File: config.mk
export PLATFORM = sky130hd
export DESIGN_NAME = keep_encoder
export DESIGN_NICKNAME = d
export VERILOG_FILES = /design/src/rtl/keep_encoder.sv
export SDC_FILE = /design/constraint.sdc
export NUM_CORES = 1
export LEC_CHECK = 0
export BUFFER_PORTS_ARGS = -buffer_cell sky130_fd_sc_hd__buf_2
export CORE_UTILIZATION = 30
export CTS_CLUSTER_DIAMETER = 120
export CTS_CLUSTER_SIZE = 25
export DETAILED_ROUTE_END_ITERATION = 10
export SLEW_MARGIN = 20
export SYNTH_ARGS = -nofsm -noshare
export SYNTH_HDL_FRONTEND = slang
export SYNTH_SLANG_ARGS = --single-unit
File: constraint.sdc
create_clock -name clk -period 4.35 [get_ports clk]
set_input_delay 0.87 -clock clk [delete_from_list [all_inputs] [get_ports clk]]
set_output_delay 0.87 -clock clk [all_outputs]
set_load 0.03 [all_outputs]
File: src/rtl/keep_encoder.sv
// -----------------------------------------------------------------------------
// keep_encoder
//   Debounces three active-low push-buttons and turns each stable press into
//   the 2-bit select code consumed by the LED/value decoder. The last legal
//   code is held through button release and through illegal patterns.
//
// Ports
//   clk         : single clock, all state changes on the rising edge
//   rst         : synchronous active-high reset
//   btn_n[2:0]  : raw active-low buttons, asynchronous to clk (bit i -> LEDi)
//   a[1:0]      : held select code (registered)
//   a_stb       : one-cycle pulse on every legal-pattern commit (registered)
//   invalid     : level, set by an illegal commit, cleared by a legal commit
//                 or by a release commit
//   dbg_state_o : current FSM state (0 = WAIT, 1 = HOLD) for observation
//
// Handshake: there is no back-pressure. a_stb is a pure event strobe; a
// consumer that needs the value samples a in the same cycle a_stb is high.
// -----------------------------------------------------------------------------
module keep_encoder #(
  parameter int unsigned DEBOUNCE_CYCLES = 4,
  parameter int unsigned CNT_W           = 8
) (
  input  logic       clk,
  input  logic       rst,
  input  logic [2:0] btn_n,
  output logic [1:0] a,
  output logic       a_stb,
  output logic       invalid,
  output logic       dbg_state_o
);

  typedef enum logic {
    ST_WAIT = 1'b0,
    ST_HOLD = 1'b1
  } state_e;

  localparam logic [CNT_W-1:0] CNT_LAST = CNT_W'(DEBOUNCE_CYCLES - 1);

  // Two-flop synchronizer; only s2 feeds the debouncer.
  logic [2:0]       s1_q, s2_q;
  logic [2:0]       cand_q, cand_d;
  logic [CNT_W-1:0] cnt_q, cnt_d;
  state_e           state_q, state_d;
  logic [1:0]       a_q, a_d;
  logic             a_stb_q, a_stb_d;
  logic             invalid_q, invalid_d;

  logic             commit;
  logic             pat_legal;
  logic             pat_release;
  logic [1:0]       pat_code;

  // Pattern decode of the candidate: a single low line (or 100) selects.
  always_comb begin
    pat_legal   = 1'b0;
    pat_release = 1'b0;
    pat_code    = 2'd0;
    case (cand_q)
      3'b110:  begin pat_legal = 1'b1; pat_code = 2'd0; end
      3'b101:  begin pat_legal = 1'b1; pat_code = 2'd1; end
      3'b011:  begin pat_legal = 1'b1; pat_code = 2'd2; end
      3'b100:  begin pat_legal = 1'b1; pat_code = 2'd3; end
      3'b111:  pat_release = 1'b1;
      default: ;
    endcase
  end

  // Debounce FSM. A change of s2 always wins over a would-be commit.
  always_comb begin
    state_d = state_q;
    cand_d  = cand_q;
    cnt_d   = cnt_q;
    commit  = 1'b0;
    case (state_q)
      ST_WAIT: begin
        if (s2_q != cand_q) begin
          cand_d = s2_q;
          cnt_d  = '0;
        end else if (cnt_q == CNT_LAST) begin
          commit  = 1'b1;
          state_d = ST_HOLD;
        end else begin
          cnt_d = cnt_q + CNT_W'(1);
        end
      end
      ST_HOLD: begin
        if (s2_q != cand_q) begin
          cand_d  = s2_q;
          cnt_d   = '0;
          state_d = ST_WAIT;
        end
      end
      default: state_d = ST_WAIT;
    endcase
  end

  // Output next-state: strobe only on a legal commit, even if the code repeats.
  always_comb begin
    a_d       = a_q;
    a_stb_d   = 1'b0;
    invalid_d = invalid_q;
    if (commit) begin
      if (pat_legal) begin
        a_d       = pat_code;
        a_stb_d   = 1'b1;
        invalid_d = 1'b0;
      end else if (pat_release) begin
        invalid_d = 1'b0;
      end else begin
        invalid_d = 1'b1;
      end
    end
  end

  always_ff @(posedge clk) begin
    if (rst) begin
      s1_q      <= 3'b111;
      s2_q      <= 3'b111;
      cand_q    <= 3'b111;
      cnt_q     <= '0;
      state_q   <= ST_WAIT;
      a_q       <= 2'd0;
      a_stb_q   <= 1'b0;
      invalid_q <= 1'b0;
    end else begin
      s1_q      <= btn_n;
      s2_q      <= s1_q;
      cand_q    <= cand_d;
      cnt_q     <= cnt_d;
      state_q   <= state_d;
      a_q       <= a_d;
      a_stb_q   <= a_stb_d;
      invalid_q <= invalid_d;
    end
  end

  assign a           = a_q;
  assign a_stb       = a_stb_q;
  assign invalid     = invalid_q;
  assign dbg_state_o = state_q;

endmodule

==> flow_metrics.py, run 1 <==
metrics = {
    "yosys": {
        "synth.avg_cell_area_sq_um": 9.739,
        "synth-async-reset-ratio_pct": 0,
        "synth_edf_count": 0,
        "yosys.cell_count.top_type": "dfxtp_1",
        "ys_warn_count": 0,
        "syn_inst": 97,
        "synth_seq_cells": 22,
        "ys_seq_area_share_pct": 46.62,
        "synth_common_cells": "dfxtp_1, nor2_1, or2_2",
        "synth.largest_area_cell": "dfxtp_1",
        "synth_area_sq_um": 944.7,
        "synth_nets": 104,
        "ys.flop_type": "dfxtp_1",
        "synth.top_cell.area_share_pct": 46.62,
        "synth_cell_types": 30,
        "ys_top_cells_by_area": "dfxtp_1, xnor2_1, nor2_1, or2_2, xor2_1",
    },
    "setup_path": {
        "cp.arrival_ps": 970,
        "end_kind": "output port",
        "worstPathMaxFanout": 7,
        "crit_family": "flip-flops",
        "crit_buf_inv": 1,
        "critPathKind": "reg -> out",
        "critical-path-max-stage-delay_ps": 440,
        "slowest_stage": "dfxtp_1",
        "cp.required_ps": 3480,
        "cp_cell_sequence": "buf_2",
        "critPathLaunchType": "flip-flop",
    },
    "timing": {
        "max-slew-margin-rel_pct": 76.21,
        "maxSlewViolCount": 0,
        "tns_ps": 0,
        "hold_viol_final": 0,
        "finClkSkew_ps": 0.7936,
        "max_freq_mhz": 542.1,
        "period_share_pct": 42.41,
        "min_period_ps": 1845,
        "worst_slew_pin_slew_ps": 356.8,
        "rsz0062_at_grt": "false",
        "setup_violations": 0,
    },
    "pwr": {
        "peakVddDrop_v": 0.0001640,
        "leakagePower_nw": 0.3987,
        "power.density_nw_per_um2": 325.7,
    },
    "clock_network": {
        "cts_buffers": 3,
        "cts_max_level": 1,
        "cts_tree": "done",
        "cts_max_path_buffers": 2,
        "root_buffer": "clkbuf_4",
        "cts_sinks": 22,
        "ctsHoldBuffers": 0,
        "clock_latency_ps": 300,
        "cts_resized": 0,
        "clk_pin_slew_ps": 110,
        "postCtsSetupBuffers": 0,
    },
    "floorplanning": {
        "fp.dieW_um": 58.12,
        "start_util_pct": 32.84,
        "fp.dieH_um": 58.12,
        "io_pins": 10,
        "die_area_sq_um": 3377,
        "design.core.area_sq_um": 2877,
        "row_count": 19,
    },
    "drt": {
        "drtPass1Iterations": 2,
        "vias_per_cell": 4.483,
        "ant_nets": 0,
        "drc_errors": 0,
        "vias": 668,
        "wl_per_cell_um": 9.638,
        "drtIter0Drc": 27,
        "wirelength_mm": 1.436,
    },
    "placed_design": {
        "port_buffers": 9,
        "place_congestion": 0.7832,
        "hpwl_mm": 1.099,
    },
    "final_layout": {
        "area_growth_pct": 12.05,
        "final_util_pct": 36.80,
        "fillers": 312,
        "layout-drive-gt1-share_pct": 24.30,
        "n_antenna_cell": 0,
        "nets": 115,
    },
    "global_route": {
        "grt_pass1_wl_mm": 2.601,
        "grt_max_degree": 15,
        "first_global_vias": 640,
        "antenna_found_initial": 0,
        "track_usage_pct": 10.27,
        "grt-ovfl-total": 0,
    },
    "status": {
        "status": "finished, final reports clean",
    },
    "min_path": {
        "hp-class": "reg -> reg",
    },
    "flow_run": {
        "drv_cap": 0,
    },
}
cells by family after synthesis:
logic type,share of synthesized area (%)
and+or+nand+nor,31.92
DFF,46.62
xor gates and xnor gates,10.20
AOI/OAI and AO/OA,5.431
buffers and inverters,2.118
adders and majority gates,2.649
muxes,1.060
metal layers:
layer | GRT usage [%] | vias to the layer above | routed length [um]
met5 | 0 | - | 0
li1 | - | 347 | -
met3 | 4.688 | 2 | 62
met1 | 12.07 | 308 | 667
met4 | 4.082 | 0 | 13
met2 | 16.26 | 11 | 692
worst register-to-register path, cell delays in order, from the launching register on:
cell	delay, ps
dfxtp_1	410
ha_1	210
nor2b_1	260
and3_1	270
a31oi_1	100
and4bb_1	270
cell type report:
type | count | area, sq um | share of cell area (%)
clock buffer | 4 | 36.28 | 3.428
multi-input combinational | 72 | 484.2 | 45.74
sequential | 22 | 440.4 | 41.61
timing repair buffer | 9 | 45.04 | 4.255
tap | 42 | 52.55 | 4.965
sequential cells by signal, summed over array words and instances (netlist names):
register	count
a	2
a_stb	1
cand_q	3
cnt_q	8
dbg_state_o	1
invalid	1
s1_q	3
s2_q	3
power by group:
group | leakage [nW] | switching, W | internal [W]
clock | 0.0210 | 0.0000576 | 0.0000511
combinational | 0.198 | 0.0000131 | 0.0000117
sequential | 0.179 | 0.00000449 | 0.000207
total | 0.399 | 0.0000752 | 0.000270
placed cells by master, fill, tap and decap left out, drive strengths merged, types with 2 or more instances in the layout:
cell type and n:
a21oi 2, a31oi 3, buf 9, clkbuf 4
dfxtp 22, ha 2, nand2 5, nand2b 3
nand4 3, nand4b 2, nor2 15, nor3 2
nor3b 4, or2 9, xnor2 7, xor2 4
per-stage QoR:
step / setup WS (ps) / total power [W] / hold slack (ps) / cell area, sq um / instances
5_1_grt: 2410 / 0.0003657 / 435.5 / 1059 / 149
3_3_place_gp: 2723 / 0.0002401 / 398.0 / 1022 / 145
3_5_place_dp: 2681 / 0.0002412 / 400.8 / 1022 / 145
2_1_floorplan: 2934 / 0.0002362 / 389.5 / 944.7 / 97
6_report: 2505 / 0.0003448 / 424.2 / 1059 / 149
4_1_cts: 2480 / 0.0003522 / 430.2 / 1059 / 149
final timing paths:
kind                                              from            endpoint  slack [ps]  cells past startpoint
worst min register to register      s1_q[1]$_SDFF_PP1_  s2_q[1]$_SDFF_PP1_         420                      1
worst min-delay path                s1_q[1]$_SDFF_PP1_  s2_q[1]$_SDFF_PP1_         420                      1
worst max register to register   cnt_q[0]$_SDFFE_PP0P_   a[0]$_SDFFE_PP0P_        2790                      5
worst max-delay path            dbg_state_o$_SDFF_PP0_         dbg_state_o        2510                      1
Note: power is estimated with default switching activity, not from simulation.
==> inputs of run 2 (changes only) <==
==> constraint.sdc (replaced) <==
create_clock -name clk -period 1.7 [get_ports clk]
set_input_delay 0.34 -clock clk [delete_from_list [all_inputs] [get_ports clk]]
set_output_delay 0.34 -clock clk [all_outputs]
set_load 0.03 [all_outputs]
==> flow_metrics.py, run 2 (same netlist as run 1, synthesis figures left out) <==
metrics = {
    "status": {
        "status": "finished, final reports clean",
    },
    "pwr": {
        "power.density_nw_per_um2": 838.4,
        "peakVddDrop_v": 0.0004539,
        "p_switching_w": 0.0002031,
        "power_frac_clock_pct": 32.2,
        "switching_share_pct": 22.72,
        "p_int_w": 0.0006907,
        "p_seq_share_pct": 60.5,
        "leakagePower_nw": 0.4041,
        "combPwrFrac_pct": 7.3,
    },
    "placed_design": {
        "placed_area_sq_um": 1030,
        "place_congestion": 0.7277,
        "hpwl_mm": 1.134,
        "port_buffers": 9,
    },
    "final_layout": {
        "layout-drive-gt1-share_pct": 25.00,
        "largest_reg_flops": 8,
        "nets": 116,
        "layout_common_cells": "dfxtp_1, nor2_1, or2_2, buf_2, xnor2_1",
        "area_growth_pct": 12.85,
        "fin_area_sq_um": 1066,
        "final_common_cell": "dfxtp_1",
        "n_antenna_cell": 0,
        "largest_register": "cnt_q",
    },
    "drt": {
        "vias_per_cell": 4.520,
        "drtPass1Iterations": 2,
        "ant_nets": 0,
        "drtIter0Drc": 10,
        "vias": 678,
        "wirelength_mm": 1.544,
        "wl_per_cell_um": 10.29,
        "drc_errors": 0,
    },
    "setup_path": {
        "cp.required_ps": 1950,
        "r2r_cells": 4,
        "critPathKind": "reg -> reg",
        "cp.arrival_ps": 1720,
        "critPathLaunchType": "flip-flop",
        "worstPathMaxFanout": 9,
        "end_kind": "flip-flop",
    },
    "timing": {
        "min_period_ps": 1465,
        "finClkSkew_ps": 11.64,
        "period_share_pct": 86.17,
        "worst_slew_pin_slew_ps": 378.2,
        "setup_violations": 0,
        "rsz0062_at_grt": "false",
        "max_freq_mhz": 682.6,
        "tns_ps": 0,
        "maxSlewViolCount": 0,
        "hold_viol_final": 0,
        "max-slew-margin-rel_pct": 74.67,
    },
    "floorplanning": {
        "row_count": 19,
        "design.core.area_sq_um": 2877,
        "io_pins": 10,
        "fp.dieW_um": 58.12,
        "fp.dieH_um": 58.12,
        "die_area_sq_um": 3377,
        "start_util_pct": 32.84,
    },
    "flow_run": {
        "drv_cap": 0,
    },
    "global_route": {
        "grt_max_degree": 15,
        "track_usage_pct": 10.49,
        "grt-ovfl-total": 0,
        "grt_pass1_wl_mm": 2.635,
        "first_global_vias": 633,
        "antenna_found_initial": 0,
    },
    "min_path": {
        "hp-class": "in -> reg",
        "hold_path_depth": 2,
    },
    "clock_network": {
        "cts_max_path_buffers": 2,
        "cts_buffers": 3,
        "postCtsSetupBuffers": 0,
        "root_buffer": "clkbuf_4",
        "ctsHoldBuffers": 0,
        "cts_resized": 0,
        "cts_max_level": 1,
        "clock_latency_ps": 310,
        "clk_pin_slew_ps": 120,
        "cts_tree": "done",
        "cts_sinks": 22,
    },
}
[run 2: cell types whose count changed in the layout (fill, tap and decap cells not counted), sizes merged]
cell  delta
buf      +1
[run 2: worst paths after layout]
kind	startpoint	end	slack, ps
worst max-delay path	cand_q[2]$_SDFFE_PP1P_	cnt_q[7]$_SDFFE_PP0P_	240
worst min-delay path	btn_n[2]	s1_q[2]$_SDFF_PP1_	210
worst max register to register	cand_q[2]$_SDFFE_PP1P_	cnt_q[7]$_SDFFE_PP0P_	240
worst min register to register	s1_q[1]$_SDFF_PP1_	s2_q[1]$_SDFF_PP1_	420
[run 2: layout make-up]
cell class | count | area [sq um]
well taps | 42 | 52.55
clock buffers | 4 | 36.28
flip-flops and latches | 22 | 440.4
repair buffers | 10 | 52.55
multi-input cells | 72 | 484.2
fillers | 302 | 1810
[run 2: power groups by stage]
stage	clock network, W	logic (W)	registers (W)
global placement	0	0.0000638	0.000552
finish	0.000288	0.0000649	0.000541
floorplan	0	0.0000544	0.000550
CTS	0.000301	0.0000657	0.000541
global route	0.000324	0.0000738	0.000544
detailed placement	0	0.0000654	0.000553
[run 2: through the flow]
step                      setup WS, ps  hold slack, ps  util [%]  total power (W)  std cells
after floorplan                  308.4           389.5         -        0.0006045         97
after global placement           269.1           392.2     35.80        0.0006159        146
after detailed placement         236.7           400.6     35.80        0.0006182        146
after CTS                        221.5           195.3     37.06        0.0009081        150
after global routing             45.16           185.0     37.06        0.0009411        150
final                            235.1           209.5     37.06        0.0008937        150
[run 2: per-layer routing]
layer  vias to the layer above  wire length (um)  track usage (%)
met4                         0                24            4.082
met2                        10               725            16.75
met3                         4                66            4.688
met5                         -                 0                0
li1                        349                 -                -
met1                       315               727            12.31
[run 2: worst max-delay path: stages, from the launching register on]
cell	delay, ps
dfxtp_1	490
xor2_1	160
nor3b_4	310
nand2b_1	280
nor2_1	180
==> inputs of run 3 (changes only) <==
--- a/config.mk
+++ b/config.mk
@@ -5,11 +5,11 @@
 export SDC_FILE = /design/constraint.sdc
 export NUM_CORES = 1
 export LEC_CHECK = 0
-export BUFFER_PORTS_ARGS = -buffer_cell sky130_fd_sc_hd__buf_2
 export CORE_UTILIZATION = 30
 export CTS_CLUSTER_DIAMETER = 120
 export CTS_CLUSTER_SIZE = 25
 export DETAILED_ROUTE_END_ITERATION = 10
+export DONT_BUFFER_PORTS = 1
 export SLEW_MARGIN = 20
 export SYNTH_ARGS = -nofsm -noshare
 export SYNTH_HDL_FRONTEND = slang
==> constraint.sdc (replaced) <==
create_clock -name clk -period 1.57 [get_ports clk]
set_input_delay 0.314 -clock clk [delete_from_list [all_inputs] [get_ports clk]]
set_output_delay 0.314 -clock clk [all_outputs]
set_load 0.03 [all_outputs]
==> flow_metrics.py, run 3 (same netlist as run 1, synthesis figures left out) <==
metrics = {
    "timing": {
        "setup_ws_ps": 98.35,
        "hold_viol_final": 0,
        "max-slew-margin-rel_pct": 75.93,
        "period_share_pct": 93.74,
        "maxSlewViolCount": 0,
        "finClkSkew_ps": 13.98,
        "setup_violations": 0,
        "min_period_ps": 1472,
        "max_freq_mhz": 679.5,
        "tns_ps": 0,
        "worst_slew_pin_slew_ps": 359.4,
        "rsz0062_at_grt": "false",
    },
    "placed_design": {
        "place_congestion": 0.7705,
        "port_buffers": 0,
        "preCtsSetupSlack_ps": 74.22,
        "hpwl_mm": 1.198,
    },
    "pwr": {
        "power.density_nw_per_um2": 911.2,
        "p_int_w": 0.0007477,
        "power_frac_clock_pct": 32.1,
        "combPwrFrac_pct": 7.1,
        "peakVddDrop_v": 0.0004870,
        "switching_share_pct": 22.48,
        "p_seq_share_pct": 60.8,
        "p_switching_w": 0.0002168,
        "leakagePower_nw": 0.3818,
    },
    "setup_path": {
        "critPathLaunch": "cnt_q[0]$_SDFFE_PP0P_",
        "cp.required_ps": 1790,
        "critPathLaunchType": "flip-flop",
        "rrSetupSlack_ps": 100,
        "r2r_cells": 5,
        "worstPathMaxFanout": 4,
        "critPathKind": "reg -> reg",
        "end_kind": "flip-flop",
        "cp.arrival_ps": 1690,
        "worstReg2RegEnd": "a[0]$_SDFFE_PP0P_",
        "r2r-start": "cnt_q[0]$_SDFFE_PP0P_",
    },
    "clock_network": {
        "cts_resized": 0,
        "clk_pin_slew_ps": 130,
        "cts_sinks": 22,
        "clock_latency_ps": 310,
        "cts_buffers": 3,
        "cts_max_level": 1,
        "postCtsSetupBuffers": 0,
        "cts_max_path_buffers": 2,
        "root_buffer": "clkbuf_4",
        "cts_tree": "done",
        "ctsHoldBuffers": 0,
    },
    "final_layout": {
        "n_antenna_cell": 0,
        "fillers": 288,
        "largest_register": "cnt_q",
        "nets": 110,
        "layout-drive-gt1-share_pct": 24.51,
        "final_common_cell": "dfxtp_1",
        "area_growth_pct": 12.05,
        "largest_reg_flops": 8,
        "layout_common_cells": "dfxtp_1, nor2_1, or2_2, xnor2_1, nand2_1",
    },
    "min_path": {
        "hold_path_depth": 1,
        "hp-class": "in -> reg",
        "holdCritStartpoint": "rst",
        "hold_path_end": "invalid$_SDFFE_PP0P_",
    },
    "status": {
        "status": "finished, final reports clean",
    },
    "drt": {
        "ant_nets": 0,
        "wirelength_mm": 1.650,
        "drtPass1Iterations": 4,
        "vias_per_cell": 4.715,
        "wl_per_cell_um": 11.46,
        "drtIter0Drc": 12,
        "drc_errors": 0,
        "vias": 679,
    },
    "floorplanning": {
        "io_pins": 10,
        "die_area_sq_um": 3377,
        "fp.dieH_um": 58.12,
        "fp.dieW_um": 58.12,
        "design.core.area_sq_um": 2877,
        "start_util_pct": 32.84,
        "row_count": 19,
    },
    "global_route": {
        "grt_max_degree": 15,
        "first_global_vias": 659,
        "grt-ovfl-total": 0,
        "antenna_found_initial": 0,
        "track_usage_pct": 11.08,
        "grt_pass1_wl_mm": 2.884,
    },
    "flow_run": {
        "drv_cap": 0,
    },
}
## run 3: layout make-up
type	count	area, sq um	area share [%]
flip-flops and latches	22	442.9	41.84
clock buffers	4	36.28	3.428
repair buffers	4	30.03	2.837
multi-input cells	72	496.7	46.93
well taps	42	52.55	4.965
## run 3: power groups by stage
stage	registers, W	logic, W	clock network [W]
detailed placement	0.000597	0.0000673	0
CTS	0.000585	0.0000676	0.000320
global route	0.000588	0.0000788	0.000342
global placement	0.000596	0.0000645	0
floorplan	0.000596	0.0000589	0
finish	0.000587	0.0000682	0.000310
## run 3: worst max-delay path by stage
| stage | endpoint | slack, ps | cells past startpoint |
|---|---|---|---|
| floorplan | a[0]$_SDFFE_PP0P_ | 180 | 5 |
| detailed placement | cnt_q[7]$_SDFFE_PP0P_ | 70 | 4 |
| finish | a[0]$_SDFFE_PP0P_ | 100 | 5 |
| global route | a[0]$_SDFFE_PP0P_ | 10 | 4 |
| CTS | cnt_q[7]$_SDFFE_PP0P_ | 60 | 4 |
| global placement | cnt_q[2]$_SDFFE_PP0P_ | 150 | 4 |
## run 3: critical path, cell delays in order, from the launching register on
cell      delay [ps]
dfxtp_2          370
ha_1             230
nor2b_1          150
and3_2           250
a31oi_1          160
and4bb_1         220
## run 3: layer usage
layer	up-vias	track usage (%)	share of wire, %
met2	16	20.36	51
met1	320	12.26	43
met5	-	0	0
met4	0	2.041	1.5
met3	4	4.018	4.8
li1	339	-	-
## run 3: stage by stage
stage                     std cells  instance area [sq um]  util, %  power [W]  hold slack (ps)
final                           144                   1059    36.80  0.0009645            67.09
after global routing            144                   1059    36.80   0.001009            43.26
after CTS                       144                   1044    36.28  0.0009726            52.34
after detailed placement        140                   1007    35.02  0.0006645            389.5
after global placement          140                   1007    35.02  0.0006609            390.0
after floorplan                  97                  944.7        -  0.0006545            389.5
